==> config.mk <==
export PLATFORM = sky130hd
export DESIGN_NAME = keypad_scanner
export DESIGN_NICKNAME = d
export VERILOG_FILES = /design/src/rtl/keypad_scanner.sv
export SDC_FILE = /design/constraint.sdc
export NUM_CORES = 1
export LEC_CHECK = 0
export ABC_AREA = 1
export BUFFER_PORTS_ARGS = -buffer_cell sky130_fd_sc_hd__buf_2
export CAP_MARGIN = 20
export CORE_ASPECT_RATIO = 1.4
export CORE_MARGIN = 1.5
export CORE_UTILIZATION = 45
export CTS_CLUSTER_DIAMETER = 60
export DETAILED_ROUTE_END_ITERATION = 12
export GPL_ROUTABILITY_DRIVEN = 0
export RECOVER_POWER = 25
export SYNTH_ARGS = -nofsm -noshare
export SYNTH_HDL_FRONTEND = slang
export SYNTH_SLANG_ARGS = --single-unit
==> constraint.sdc <==
create_clock -name clk -period 3.99 [get_ports clk]
set_clock_uncertainty 0.1 [all_clocks]
set_input_delay 0.1995 -clock clk [delete_from_list [all_inputs] [get_ports clk]]
set_output_delay 0.1995 -clock clk [all_outputs]
set_load 0.03 [all_outputs]
==> src/rtl/keypad_scanner.sv <==
// keypad_scanner
//   Scans a 4x4 active-low matrix keypad: drives one row low at a time,
//   samples the (synchronized) columns at the end of each row dwell, and
//   turns each debounced press into a registered key code plus a one-cycle
//   valid pulse. Held keys never repeat; a debounced release is required
//   before the next key can be accepted.
// Ports
//   clk        system clock
//   rst_n      asynchronous active-low reset
//   col_in     keypad columns, active-low, externally pulled up
//   row_out    keypad rows, active-low, exactly one bit low
//   key_code   last accepted key, row*4 + col
//   key_valid  one-cycle pulse on acceptance
//   key_held   high from acceptance until the release is accepted
module keypad_scanner #(
   parameter int unsigned SCAN_DIV     = 50000,
   parameter int unsigned STABLE_SCANS = 20
) (
   input  logic       clk,
   input  logic       rst_n,
   input  logic [3:0] col_in,
   output logic [3:0] row_out,
   output logic [3:0] key_code,
   output logic       key_valid,
   output logic       key_held
);

   localparam int unsigned CW = $clog2(SCAN_DIV);
   localparam int unsigned SW = $clog2(STABLE_SCANS + 1);

   localparam logic [1:0] ST_SCAN     = 2'd0;
   localparam logic [1:0] ST_DEBOUNCE = 2'd1;
   localparam logic [1:0] ST_HELD     = 2'd2;

   logic [3:0]    sync1;
   logic [3:0]    col_s;
   logic [CW-1:0] cnt;
   logic [1:0]    row_idx;
   logic [1:0]    state;
   logic [1:0]    cand_col;
   logic [1:0]    hit_col;
   logic [SW-1:0] run_cnt;
   logic [31:0]   run_ext;
   logic          sample;
   logic          single;
   logic          last_run;

   assign sample  = (cnt == CW'(SCAN_DIV - 1));
   assign row_out = ~(4'b0001 << row_idx);

   // Exactly one column low -> a single key on the driven row.
   always_comb begin
      single  = 1'b1;
      hit_col = 2'd0;
      unique case (col_s)
         4'b1110: hit_col = 2'd0;
         4'b1101: hit_col = 2'd1;
         4'b1011: hit_col = 2'd2;
         4'b0111: hit_col = 2'd3;
         default: single  = 1'b0;
      endcase
   end

   // The count is tested before incrementing so it never has to hold
   // STABLE_SCANS itself beyond its sized width.
   assign run_ext  = {{(32 - SW){1'b0}}, run_cnt};
   assign last_run = (run_ext >= STABLE_SCANS - 1);

   always_ff @(posedge clk or negedge rst_n) begin
      if (!rst_n) begin
         sync1     <= '1;
         col_s     <= '1;
         cnt       <= '0;
         row_idx   <= '0;
         state     <= ST_SCAN;
         cand_col  <= '0;
         run_cnt   <= '0;
         key_code  <= '0;
         key_valid <= 1'b0;
         key_held  <= 1'b0;
      end else begin
         sync1     <= col_in;
         col_s     <= sync1;
         key_valid <= 1'b0;
         cnt       <= sample ? '0 : cnt + 1'b1;
         if (sample) begin
            case (state)
               ST_SCAN: begin
                  if (single) begin
                     cand_col <= hit_col;
                     run_cnt  <= SW'(1);
                     state    <= ST_DEBOUNCE;
                  end else begin
                     row_idx <= row_idx + 1'b1;
                  end
               end
               ST_DEBOUNCE: begin
                  if (single && hit_col == cand_col) begin
                     if (last_run) begin
                        key_code  <= {row_idx, cand_col};
                        key_valid <= 1'b1;
                        key_held  <= 1'b1;
                        run_cnt   <= '0;
                        state     <= ST_HELD;
                     end else begin
                        run_cnt <= run_cnt + 1'b1;
                     end
                  end else begin
                     state   <= ST_SCAN;
                     row_idx <= row_idx + 1'b1;
                  end
               end
               ST_HELD: begin
                  if (col_s == 4'hF) begin
                     if (last_run) begin
                        key_held <= 1'b0;
                        state    <= ST_SCAN;
                        row_idx  <= row_idx + 1'b1;
                     end else begin
                        run_cnt <= run_cnt + 1'b1;
                     end
                  end else begin
                     run_cnt <= '0;
                  end
               end
               default: state <= ST_SCAN;
            endcase
         end
      end
   end

endmodule
==> results of run 1 <==
==> synthesized netlist by cell type, drive strengths merged <==
cell	count
clkinv	1
ha	10
a21oi	6
inv	47
a31oi	1
o21ai	10
and3	2
xnor2	1
nand3	27
dfstp	8
nand4	4
dfrtp	33
nor3	3
nor2	32
o21a	1
xor2	4
nor3b	1
nand2	90
==> registers in the layout, indices dropped and copies added (netlist names) <==
register and count:
sync1 4, cnt 16, run_cnt 5, cand_col 2
key_code 4, row_idx 2, key_valid 1, state 2
col_s 4, key_held 1
==> cell families after synthesis <==
kind of cell / synth area share
AOI/OAI and AO/OA: 0.0406
xor gates and xnor gates: 0.0190
adders and majority gates: 0.0542
buffers and inverters: 0.0780
DFF: 0.449
and+or+nand+nor: 0.360
==> report_power, final <==
| part | internal, mW | switching (mW) | total (mW) |
|---|---|---|---|
| clock network | 0.252 | 0.153 | 0.405 |
| registers | 0.423 | 0.00245 | 0.425 |
| logic | 0.0110 | 0.0225 | 0.0335 |
| total | 0.685 | 0.178 | 0.863 |
==> metrics by stage <==
stage               power (mW)  utilization  area [µm²]  setup slack [ns]
CTS                      0.877        0.544        2650              2.15
global placement         0.464        0.505        2460              2.12
finish                   0.863        0.542        2640              1.66
global route             0.894        0.542        2640              1.09
detailed placement       0.464        0.505        2460              2.17
floorplan                0.451            -        2310              2.39
==> timing repair <==
action,4_1_cts,5_1_grt
resized for setup,0,0
hold buffers,5,0
endpoints found under the hold margin,37,0
==> area by class of cell <==
| cell class | instances | area [µm²] |
|---|---|---|
| clock inverter | 3 | 68.8 |
| sequential | 41 | 1040 |
| multi-input combinational | 192 | 1090 |
| tap | 64 | 80.1 |
| fill | 492 | 2240 |
| inverter | 48 | 180 |
| timing repair buffer | 20 | 116 |
| clock buffer | 5 | 68.8 |
==> how the worst max path moves through the flow <==
| stage | from | end | slack, ns | cells past startpoint |
|---|---|---|---|---|
| 2_1_floorplan | run_cnt[0]$_DFFE_PN0P_ | run_cnt[3]$_DFFE_PN0P_ | 2.39 | 9 |
| 3_3_place_gp | run_cnt[0]$_DFFE_PN0P_ | run_cnt[3]$_DFFE_PN0P_ | 2.12 | 9 |
| 3_5_place_dp | run_cnt[0]$_DFFE_PN0P_ | run_cnt[3]$_DFFE_PN0P_ | 2.17 | 9 |
| 4_1_cts | run_cnt[0]$_DFFE_PN0P_ | run_cnt[3]$_DFFE_PN0P_ | 2.15 | 9 |
| 5_1_grt | rst_n | state[1]$_DFFE_PN0P_ | 1.09 | 2 |
| 6_report | rst_n | state[0]$_DFFE_PN0P_ | 1.66 | 2 |
==> routing by layer <==
metal / vias up / share of wire
met4: 0 / 0.020
met5: - / 0
met1: 813 / 0.44
met2: 25 / 0.51
li1: 921 / -
met3: 7 / 0.030
==> flow_summary.rst, run 1 <==
.. list-table::
   :header-rows: 1

   * - Metric
     - Value
   * - Element type at the critical path start
     - input pin
   * - Worst-case hold path end point
     - col_s[3]$_DFF_PN1_
   * - Ratio of cells with drive above 1 in the final layout
     - 0.175
   * - Library cell with the largest summed area after synthesis
     - sky130_fd_sc_hd__dfrtp_1
   * - Required @ worst endpoint
     - around 3.9 ns
   * - Worst-path fanout max
     - 41
   * - Pwr Density
     - 327 nW/µm²
   * - Main area contributors after synthesis
     - sky130_fd_sc_hd__dfrtp_1, sky130_fd_sc_hd__nand2_1, sky130_fd_sc_hd__dfstp_2
   * - Library cell contributing the largest single delay on the critical path
     - sky130_fd_sc_hd__clkbuf_1
   * - Commonest non-fill, non-tap cells in the layout
     - sky130_fd_sc_hd__nand2_1, sky130_fd_sc_hd__inv_1, sky130_fd_sc_hd__dfrtp_1, sky130_fd_sc_hd__nand3_1, sky130_fd_sc_hd__nor2_1
   * - Pin count of the biggest net entering global routing
     - 42
   * - Setup TNS Final
     - 0 ns
   * - Detailed placement HPWL
     - 2990 µm
   * - Reg2Reg Capture Point
     - run_cnt[3]$_DFFE_PN0P_
   * - Clock-pin slew on the worst setup and hold paths
     - 0.08 ns
   * - Worst skew pair latency
     - 0.30 ns
   * - # DRC
     - 0
   * - Detailed-routing iteration count for the pre-antenna-repair pass
     - 5
   * - Violated checks
     - capacitance limit, slew limit
   * - Horizontal die dimension
     - 63.6 µm
   * - Count of nets after finishing
     - ~320
   * - Tightest Pin Transition
     - 2.09 ns
   * - Source of the worst register-to-register timing path
     - run_cnt[0]$_DFFE_PN0P_
   * - Die Y-Extent
     - 87.8 µm
   * - Critical path class
     - in -> async
   * - Worst hold margin
     - about 0.26 ns
   * - Setup slack, reg-to-reg
     - 2.18 ns
   * - Post-CTS setup buffers
     - 0
   * - Total standard cell area after synthesis
     - 2310 µm²
   * - # port buffers
     - 15
   * - TritonCTS clock tree
     - built
   * - Largest incremental delay on the critical path
     - 1.49 ns
   * - Post-Synthesis Cells
     - 281
   * - Synthesized netlist net count
     - 297
   * - Cell depth of the worst hold path
     - 0
   * - Antenna violations before repair
     - 0
   * - Area of the core
     - roughly 4900 µm²
   * - Maximum vdd drop
     - 0.000249 V
   * - Class of the tightest hold or removal check
     - reg -> reg
   * - Worst-case headroom to the max-slew limit
     - -0.391
   * - Most utilized layer in the global route result
     - met2
   * - Data arrival, critical path
     - roughly 2.2 ns
   * - Number of levels the H-tree was split into
     - 2
   * - Std cell rows
     - 30
   * - Result of the run
     - finished with violations
   * - Instance count after placement with tap cells included
     - 360
   * - Ordered list of cells on the worst path
     - dlygate4sd3_1 -> clkbuf_1
   * - Post-synthesis average cell area
     - 8.22 µm²
   * - Max_cap viols
     - 1
   * - Remaining antenna violation count after routing
     - 0
   * - Met1 GRT Util
     - 0.192
   * - Kind of cell adding the most delay to the critical path
     - buffers and inverters
   * - Count of synthesis-stage warnings from yosys
     - 0
   * - Post-synthesis cell type count
     - 28
   * - GR Overflow Total
     - 0
   * - Drt first-iter violations
     - 56
   * - CTS sink cnt
     - 41
   * - Initial core utilization
     - 0.473
   * - GR met2 Demand/Resource
     - 0.293
   * - Number of failing setup endpoints in the final timing report
     - 0
   * - Sequential-to-total area share from yosys stat
     - 0.449
   * - Number of cells on the worst reg-to-reg path
     - 9
   * - Final cell count without fillers
     - 373
   * - Pins over their slew limit
     - between 40 and 50
   * - Root cell of the clock tree
     - sky130_fd_sc_hd__clkbuf_8
   * - Total length of routed wires
     - 3940 µm
   * - Diodes inserted
     - 0
   * - Final Hold Fails
     - 0
   * - Buffer levels on the longest clock path
     - 2
   * - Global-route wire length before repair
     - 7180 µm
   * - Time the worst path needs with I/O delays and setup
     - 2.33 ns
   * - Routed via count
     - 1766
   * - Met3 track demand over resource
     - 0.0347
   * - Routed WL per cell
     - 10.6 µm
   * - Post-route clock period utilization
     - 0.583
   * - Die Footprint
     - 5580 µm²
   * - Unrepaired setup endpoints after global routing
     - no
   * - Leakage dissipation
     - 1.42 nW
   * - Endpoint kind of the worst setup timing path
     - asynchronous set/reset pin
   * - Post-detailed-route via-to-cell ratio
     - between 4 and 5
   * - Hold Path Origin
     - sync1[3]$_DFF_PN1_
   * - Clock buffers created by TritonCTS
     - 5
   * - Most common cell after layout, fill and taps aside
     - sky130_fd_sc_hd__nand2_1
   * - Ports
     - 16
   * - Overall routing resource usage
     - 0.165
   * - Buf/Inv on CP
     - 2
   * - Area growth syn-to-layout
     - 14.5%
   * - Maximum operating frequency
     - 0.430 GHz
   * - Share of the synthesized area in the top cell type
     - 0.358
   * - Number of global-route vias before repair
     - 1677
   * - Synthesis-stage register bit count
     - 41
No activity file was read; power rests on OpenSTA's default activity.
==> run 2, diff against run 1 <==
- clock period: 3.99 -> 1.94 ns (I/O delays scaled with it)
==> run 2 against run 1 <==
Net effect: the run now ends clean; sequential power increased by 110%; first-iteration DRC count increased by 63%; non-clock buffer count increased by 2; critical path type is now reg -> reg; critical endpoint is now run_cnt[3]$_DFFE_PN0P_.
==> flow_summary.rst, run 2 (same netlist as run 1, synthesis figures left out) <==
.. list-table::
   :header-rows: 1

   * - Metric
     - Value
   * - Result of the run
     - complete, no violations
   * - Remaining antenna violation count after routing
     - 0
   * - Footprint of the flip-flops and latches
     - 1040 µm²
   * - Die Y-Extent
     - 87.8 µm
   * - Registers with the most flip-flops
     - cnt: 16 flops, run_cnt: 5 flops
   * - Setup TNS Final
     - 0 ns
   * - Maximum vdd drop
     - 0.000372 V
   * - Unrepaired setup endpoints after global routing
     - no
   * - Post-detailed-route via-to-cell ratio
     - 4.68
   * - Routed WL per cell
     - 10.5 µm
   * - Number of failing setup endpoints in the final timing report
     - 0
   * - Clock-pin slew on the worst setup and hold paths
     - around 0.08 ns
   * - Area of the multi-input gates
     - between 1000 and 1500 µm²
   * - Number of global-route vias before repair
     - 1692
   * - Worst-path fanout max
     - 5
   * - Overall routing resource usage
     - 0.165
   * - Required @ worst endpoint
     - 2.07 ns
   * - Worst-case headroom to the max-slew limit
     - 0.347
   * - Die Footprint
     - 5580 µm²
   * - # port buffers
     - 15
   * - Pin count of the biggest net entering global routing
     - 42
   * - Area of the core
     - 4880 µm²
   * - Most common cell after layout, fill and taps aside
     - sky130_fd_sc_hd__nand2_1
   * - Time the worst path needs with I/O delays and setup
     - about 1.8 ns
   * - Commonest non-fill, non-tap cells in the layout
     - sky130_fd_sc_hd__nand2_1, sky130_fd_sc_hd__inv_1, sky130_fd_sc_hd__dfrtp_1, sky130_fd_sc_hd__nand3_1, sky130_fd_sc_hd__nor2_1
   * - Number of levels the H-tree was split into
     - 2
   * - Count of nets after finishing
     - 326
   * - Critical path class
     - reg -> reg
   * - Number of flip-flops in the largest register
     - 16
   * - Detailed-routing iteration count for the pre-antenna-repair pass
     - 4
   * - Class of the tightest hold or removal check
     - reg -> reg
   * - Ports
     - 16
   * - Maximum operating frequency
     - 0.570 GHz
   * - # DRC
     - 0
   * - Clock buffers created by TritonCTS
     - 5
   * - GR Overflow Total
     - 0
   * - Worst skew pair latency
     - 0.29 ns
   * - CTS sink cnt
     - between 40 and 50
   * - TritonCTS clock tree
     - built
   * - Endpoint kind of the worst setup timing path
     - flop
   * - Initial core utilization
     - 0.473
   * - Horizontal die dimension
     - 63.6 µm
   * - Total length of routed wires
     - 3930 µm
   * - Max_cap viols
     - 0
   * - Pins over their slew limit
     - 0
   * - Drt first-iter violations
     - 91
   * - Buffer levels on the longest clock path
     - 2
   * - Post-CTS setup buffers
     - 0
   * - Leakage dissipation
     - 1.47 nW
   * - Antenna violations before repair
     - 0
   * - Std cell rows
     - 30
   * - Pwr Density
     - around 620 nW/µm²
   * - Largest register by flop count
     - cnt
   * - Root cell of the clock tree
     - sky130_fd_sc_hd__clkbuf_8
   * - Tightest Pin Transition
     - 0.979 ns
   * - Post-route clock period utilization
     - 0.905
   * - Area growth syn-to-layout
     - 15.2%
   * - Filler cell count in the final layout
     - around 500
   * - Placed instance area
     - between 2000 and 2500 µm²
   * - Element type at the critical path start
     - flop
   * - Global-route wire length before repair
     - 7200 µm
   * - Instance count after placement with tap cells included
     - ~360
   * - Routed via count
     - between 1.5k and 2k
   * - Ratio of cells with drive above 1 in the final layout
     - 0.209
   * - Detailed placement HPWL
     - 2990 µm
   * - Final cell count without fillers
     - 375
   * - Final Hold Fails
     - 0
   * - Worst hold margin
     - 0.257 ns
   * - Diodes inserted
     - 0
   * - Data arrival, critical path
     - roughly 1.9 ns
   * - Tot Pwr
     - about 1.7 mW
   * - Post-route design area
     - ~2700 µm²
==> run 2: changes by cell type in the layout (fill, tap and decap cells not counted), sizes merged <==
cell	delta
buf	+8
clkbuf	-5
bufinv	-1
clkinvlp	+1
inv	-1
==> run 2: worst max-delay path, cell delays in order, from the launching register on <==
cell	delay (ns)
sky130_fd_sc_hd__dfrtp_1	0.43
sky130_fd_sc_hd__ha_1	0.24
sky130_fd_sc_hd__nor2_2	0.12
sky130_fd_sc_hd__nand3_2	0.11
sky130_fd_sc_hd__nand2_4	0.12
sky130_fd_sc_hd__nand2_2	0.08
sky130_fd_sc_hd__nand2_1	0.12
sky130_fd_sc_hd__nor3b_1	0.20
sky130_fd_sc_hd__nand3_1	0.10
sky130_fd_sc_hd__nand2_1	0.07
==> run 2: routing by layer <==
metal	vias to the layer above	GRT usage	part of all wire
met1	798	0.187	0.45
met5	-	0	0
met2	28	0.301	0.50
met3	4	0.0386	0.033
met4	0	0.0593	0.012
li1	926	-	-
==> run 2: where the power goes <==
group          internal (mW)  switching (mW)  leakage [nW]
clock network          0.418           0.293        0.0574
registers              0.869         0.00509         0.531
logic                 0.0235          0.0469         0.879
total                   1.31           0.345          1.47
==> run 2: final cells by class <==
type / instances / share of cell area
multi-input combinational: 192 / 0.416
tap: 64 / 0.0301
timing repair buffer: 22 / 0.0517
clock inverter: 2 / 0.0141
inverter: 48 / 0.0677
sequential: 41 / 0.389
clock buffer: 6 / 0.0310
==> run 2: what timing repair did <==
item                                    4_1_cts  5_1_grt
gates resized for setup                       0        3
hold endpoints to repair                     37        0
hold buffers                                  5        0
endpoints found under the setup margin        0        1
==> run 2: stage by stage <==
step                      worst slack (ns)  utilization
after floorplan                      0.336            -
after global placement              0.0815        0.508
after detailed placement             0.128        0.508
after CTS                           0.0967        0.543
after global routing                0.0137        0.545
final                                0.185        0.545
==> run 2: final timing paths <==
path	from	slack [ns]	end	depth (start not counted)
worst min-delay path	sync1[0]$_DFF_PN1_	0.26	col_s[0]$_DFF_PN1_	0
worst min register to register	sync1[0]$_DFF_PN1_	0.26	col_s[0]$_DFF_PN1_	0
worst max register to register	run_cnt[0]$_DFFE_PN0P_	0.18	run_cnt[3]$_DFFE_PN0P_	9
worst max-delay path	run_cnt[0]$_DFFE_PN0P_	0.18	run_cnt[3]$_DFFE_PN0P_	9
max in group asynchronous	rst_n	0.66	cnt[13]$_DFF_PN0_	3
min in group asynchronous	rst_n	0.47	cnt[8]$_DFF_PN0_	3
